===== src/rtl/calculator_seq_multiplier.sv =====
// Multi-cycle radix-2 shift-add multiplier with start/busy/done handshake.
// Define CALC_SEQ_MULT_SIGNED_EN to build the optional two's-complement mode.
module calculator_seq_multiplier #(
    parameter int WIDTH = 16
) (
    input  logic               clk,
    input  logic               rst_n,
    input  logic               start,
    input  logic [WIDTH-1:0]   a_in,
    input  logic [WIDTH-1:0]   b_in,
    input  logic               signed_mode,
    output logic               busy,
    output logic               done,
    output logic [2*WIDTH-1:0] product
);
    localparam int CNT_W = $clog2(WIDTH + 1);

    typedef enum logic [1:0] {
        IDLE,
        RUN,
        DONE
    } state_t;

    state_t             state_q, state_d;
    logic [WIDTH-1:0]   mcand_q, mcand_d;
    logic [WIDTH-1:0]   mplier_q, mplier_d;
    logic [WIDTH-1:0]   acc_q, acc_d;
    logic [CNT_W-1:0]   cnt_q, cnt_d;
    logic               neg_q, neg_d;
    logic               busy_q, busy_d;
    logic               done_q, done_d;
    logic [2*WIDTH-1:0] product_q, product_d;

    logic [WIDTH:0]     sum;
    logic [WIDTH-1:0]   a_mag, b_mag;
    logic               neg_in;
    logic [2*WIDTH-1:0] raw_product, final_product;

`ifdef CALC_SEQ_MULT_SIGNED_EN
    logic sign_a, sign_b;

    // Magnitudes fit WIDTH bits unsigned, including the most negative value.
    always_comb begin
        sign_a        = signed_mode & a_in[WIDTH-1];
        sign_b        = signed_mode & b_in[WIDTH-1];
        a_mag         = sign_a ? (~a_in + WIDTH'(1)) : a_in;
        b_mag         = sign_b ? (~b_in + WIDTH'(1)) : b_in;
        neg_in        = sign_a ^ sign_b;
        raw_product   = {acc_q, mplier_q};
        final_product = neg_q ? (~raw_product + (2*WIDTH)'(1)) : raw_product;
    end
`else
    logic signed_mode_unused;
    assign signed_mode_unused = signed_mode;

    always_comb begin
        a_mag         = a_in;
        b_mag         = b_in;
        neg_in        = 1'b0;
        raw_product   = {acc_q, mplier_q};
        final_product = raw_product;
    end
`endif

    // Carry of the partial-product add is kept and shifted into the accumulator.
    assign sum = {1'b0, acc_q} + (mplier_q[0] ? {1'b0, mcand_q} : {(WIDTH+1){1'b0}});

    // NOTE: every signal gets a default first so no latch is inferred.
    always_comb begin
        state_d   = state_q;
        mcand_d   = mcand_q;
        mplier_d  = mplier_q;
        acc_d     = acc_q;
        cnt_d     = cnt_q;
        neg_d     = neg_q;
        product_d = product_q;

        case (state_q)
            IDLE: begin
                if (start) begin
                    state_d  = RUN;
                    mcand_d  = a_mag;
                    mplier_d = b_mag;
                    neg_d    = neg_in;
                    acc_d    = '0;
                    cnt_d    = '0;
                end
            end
            RUN: begin
                if (cnt_q == CNT_W'(WIDTH)) begin
                    state_d   = DONE;
                    product_d = final_product;
                end else begin
                    acc_d    = sum[WIDTH:1];
                    mplier_d = {sum[0], mplier_q[WIDTH-1:1]};
                    cnt_d    = cnt_q + CNT_W'(1);
                end
            end
            DONE: state_d = IDLE;
            default: state_d = IDLE;
        endcase

        busy_d = (state_d != IDLE);
        done_d = (state_d == DONE);
    end

    // NOTE: sequential state uses non-blocking assignments only.
    always_ff @(posedge clk or negedge rst_n) begin
        if (!rst_n) begin
            state_q   <= IDLE;
            mcand_q   <= '0;
            mplier_q  <= '0;
            acc_q     <= '0;
            cnt_q     <= '0;
            neg_q     <= 1'b0;
            busy_q    <= 1'b0;
            done_q    <= 1'b0;
            product_q <= '0;
        end else begin
            state_q   <= state_d;
            mcand_q   <= mcand_d;
            mplier_q  <= mplier_d;
            acc_q     <= acc_d;
            cnt_q     <= cnt_d;
            neg_q     <= neg_d;
            busy_q    <= busy_d;
            done_q    <= done_d;
            product_q <= product_d;
        end
    end

    assign busy    = busy_q;
    assign done    = done_q;
    assign product = product_q;

endmodule


===== config.mk =====
export PLATFORM = sky130hd
export DESIGN_NAME = calculator_seq_multiplier
export DESIGN_NICKNAME = d
export VERILOG_FILES = /design/src/rtl/calculator_seq_multiplier.sv
export SDC_FILE = /design/constraint.sdc
export NUM_CORES = 1
export LEC_CHECK = 0
export ABC_CLOCK_PERIOD_IN_PS = 4450
export CORE_MARGIN = 2
export CORE_UTILIZATION = 25
export DETAILED_ROUTE_END_ITERATION = 6
export GPL_TIMING_DRIVEN = 0
export SETUP_SLACK_MARGIN = 0.4
export SLEW_MARGIN = 15
export SYNTH_ARGS = -nofsm -noshare
export SYNTH_HDL_FRONTEND = slang
export SYNTH_SLANG_ARGS = --single-unit

===== constraint.sdc =====
create_clock -name clk -period 4.45 [get_ports clk]
set_input_delay 1.1125 -clock clk [delete_from_list [all_inputs] [get_ports clk]]
set_output_delay 1.1125 -clock clk [all_outputs]
set_load 0.01 [all_outputs]

==> flow_metrics.env <==
export IMPL_cp_data_arrival_time_ps=3030
export IMPL_row_count=48
export IMPL_drv_cap=0
export IMPL_grt_use_total=0.124
export IMPL_grt_max_degree=58
export IMPL_power_density_nw_per_um2=728
export IMPL_layout_min_cycle_time_ps=2830
export IMPL_synth_cell_types=44
export IMPL_first_pass_iters=4
export IMPL_swShare=0.384
export IMPL_ir_drop_v=0.000258
export IMPL_crit_path_start="mplier_q[0]"
export IMPL_clk_latency_ps=340
export IMPL_rsz0062_at_grt="false"
export IMPL_diodes=0
export IMPL_p_clk_frac=0.200
export IMPL_end_kind="register"
export IMPL_hold_class="reg2reg"
export IMPL_vias=3554
export IMPL_worstSetupPathType="reg2reg"
export IMPL_power_frac_seq=0.347
export IMPL_hold_start="mcand_q[15]"
export IMPL_ys_warnings_count=0
export IMPL_syn_avg_cell_area_um2=9.10
export IMPL_nNetsFinal=622
export IMPL_comb_power_share=0.453
export IMPL_ant_nets=0
export IMPL_initial_core_util=0.256
export IMPL_antenna_found_initial=0
export IMPL_overflow=0
export IMPL_status="complete, no violations"
export IMPL_holdBufCountCts=0
export IMPL_die_area_um2=18800
export IMPL_synth_edf_count=0
export IMPL_grt_pass1_wl_um=18200
export IMPL_totalWireLength_um=10900
export IMPL_yosys_area_top_type="dfrtp_1"
export IMPL_yosys_area_top_type_share=0.503
export IMPL_setup_tns_final_ps=0
export IMPL_synth_area_leaders="dfrtp_1, nand2_1, ha_1"
export IMPL_preCtsSetupSlack_ps=1650
export IMPL_cp_start_kind="register"
export IMPL_p_leak_nw=2.77
export IMPL_area_growth_pct=29.7
export IMPL_io_pin_count=70
export IMPL_clockBufferDepth=2
export IMPL_grt_pass1_vias=3570
export IMPL_io_buffers=68
export IMPL_syn_area_um2=4430
export IMPL_synth_async_reset_ratio=1.00
export IMPL_gp_congestion=0.865
export IMPL_die_w_um=137
export IMPL_syn_inst=487
export IMPL_yosysMostFrequentCell="nand2_1"
export IMPL_fill_cells=1842
export IMPL_post_route_drc_count=0
export IMPL_layout_setup_ws_ps=1620
export IMPL_rr_startpoint="mplier_q[0]"
export IMPL_slew_headroom=0.574
export IMPL_clkSlewWorstSetupHoldPaths_ps=70
export IMPL_setup_viol=0
export IMPL_cts_sinks=89
export IMPL_drive_gt1_frac=0.0664
export IMPL_power_switching_mw=1.61
export IMPL_layout_worst_path_cycle_share=0.636
export IMPL_synth_seq_cells=89
export IMPL_synth_fp_nets=542
export IMPL_ys_seq_area_frac=0.503
export IMPL_worstPathRequired_ps=4650
export IMPL_clock_skew_ps=8.62
export IMPL_die_h_um=137
export IMPL_synth_flop_cell="dfrtp_1"
export IMPL_post_cts_buffers=0
export IMPL_internal_power_mw=2.58
export IMPL_critPathMaxFanout=10
export IMPL_vias_per_cell=4.46
export IMPL_drtIter0Drc=209
export IMPL_numCtsBuffers=9
export IMPL_root_buffer="clkbuf_16"
export IMPL_cts_htree_levels=3
export IMPL_cts_resized=0
export IMPL_hold_viol=0
export IMPL_wl_per_cell_um=13.7
export IMPL_synth_common_cells="nand2_1, dfrtp_1, o21ai_0"
export IMPL_tightestPinTransition_ps=639
export IMPL_coreArea_um2=17300
export IMPL_dp_hpwl_um=7940
export IMPL_cts_tree="done"
export IMPL_maxSlewViolCount=0
export IMPL_max_freq_mhz=353
## cell usage in the layout, fill, tap and decap left out, types with 2 or more instances in the layout
| master | Yosys | routed |
|---|---|---|
| clkbuf_1 | 14 | 14 |
| o31ai_1 | 5 | 5 |
| a221oi_1 | 2 | 2 |
| nor2_1 | 10 | 10 |
| nand4_1 | 6 | 6 |
| nand2_1 | 174 | 174 |
| nor2b_1 | 2 | 2 |
| a211oi_1 | 4 | 4 |
| clkbuf_8 | 0 | 2 |
| o21ai_0 | 32 | 32 |
| clkbuf_16 | 0 | 9 |
| a21o_1 | 7 | 7 |
| a21oi_1 | 10 | 10 |
| clkinv_2 | 0 | 2 |
| bufinv_16 | 0 | 2 |
| mux2i_1 | 16 | 16 |
| a32o_1 | 2 | 2 |
| inv_1 | 12 | 12 |
| xnor2_1 | 2 | 2 |
| a31o_2 | 2 | 2 |
| ha_1 | 18 | 18 |
| and2_1 | 18 | 18 |
| clkdlybuf4s50_1 | 0 | 67 |
| and3_1 | 2 | 2 |
| nand3_1 | 13 | 13 |
| o21a_1 | 4 | 4 |
| dfrtp_1 | 89 | 89 |
| nor3_1 | 6 | 6 |
| xor2_1 | 7 | 7 |
| buf_2 | 10 | 10 |
| a311oi_1 | 2 | 2 |
## kinds of logic (layout without fill, tap and decap cells)
group,Yosys count,count (layout),synth area share
adders and majority gates,19,19,0.0554
buffers and inverters,36,121,0.0333
and+or+nand+nor,239,239,0.233
xor gates and xnor gates,9,9,0.0178
DFF,89,89,0.503
muxes,16,16,0.0361
AOI/OAI and AO/OA,79,79,0.122
## per-stage QoR
stage	total power, mW	util	instances	area, µm²	hold WS, ps
floorplan	2.67	-	487	4430	437
global placement	3.34	0.312	780	5390	453
detailed placement	3.37	0.313	781	5420	455
CTS	4.22	0.332	797	5750	470
global route	4.54	0.332	797	5750	491
finish	4.18	0.332	797	5750	469
## path summary, 6_finish.rpt
kind / to / cells after the start / slack [ps]
worst max register to register: acc_q[13] / 11 / 1620
worst max-delay path: acc_q[13] / 11 / 1620
max in group asynchronous: done / 2 / 3110
worst min register to register: mcand_q[15] / 2 / 470
worst min-delay path: mcand_q[15] / 2 / 470
min in group asynchronous: product[11] / 1 / 710
## worst max-delay path, cell delays in order (launching register included)
cell	delay, ps
dfrtp_1	500
clkbuf_1	400
and2_1	200
ha_1	180
inv_1	60
fa_1	430
nor2b_4	150
o31a_4	160
o311ai_4	110
o21ai_0	230
xnor2_1	160
o21ai_0	100
## power groups by stage
stage | sequential [mW] | clock (mW) | combinational, mW
finish | 1.45 | 0.838 | 1.89
floorplan | 1.46 | 0 | 1.21
CTS | 1.46 | 0.849 | 1.92
global route | 1.51 | 0.889 | 2.14
detailed placement | 1.47 | 0 | 1.90
global placement | 1.46 | 0 | 1.88
## sequential cells by signal, indices dropped and copies added (netlist names)
name	cells
acc_q	16
mcand_q	16
state_q	2
done	1
cnt_q	5
busy	1
product	32
mplier_q	16
## area by class of cell
class / count / area, µm² / share of cell area
clock buffer: 11 / 253 / 0.0440
inverter: 12 / 45.0 / 0.00784
timing repair buffer: 69 / 706 / 0.123
sequential: 89 / 2230 / 0.387
tap: 225 / 282 / 0.0490
multi-input combinational: 362 / 2060 / 0.358
clock inverter: 5 / 77.6 / 0.0135
buffer: 24 / 103 / 0.0178
## layer usage
| metal | GRT usage | wire [µm] |
|---|---|---|
| met5 | 0 | 0 |
| met4 | 0.0378 | 180 |
| met3 | 0.0296 | 479 |
| met2 | 0.195 | 4970 |
| met1 | 0.168 | 5300 |
No activity file was read; power rests on OpenSTA's default activity.
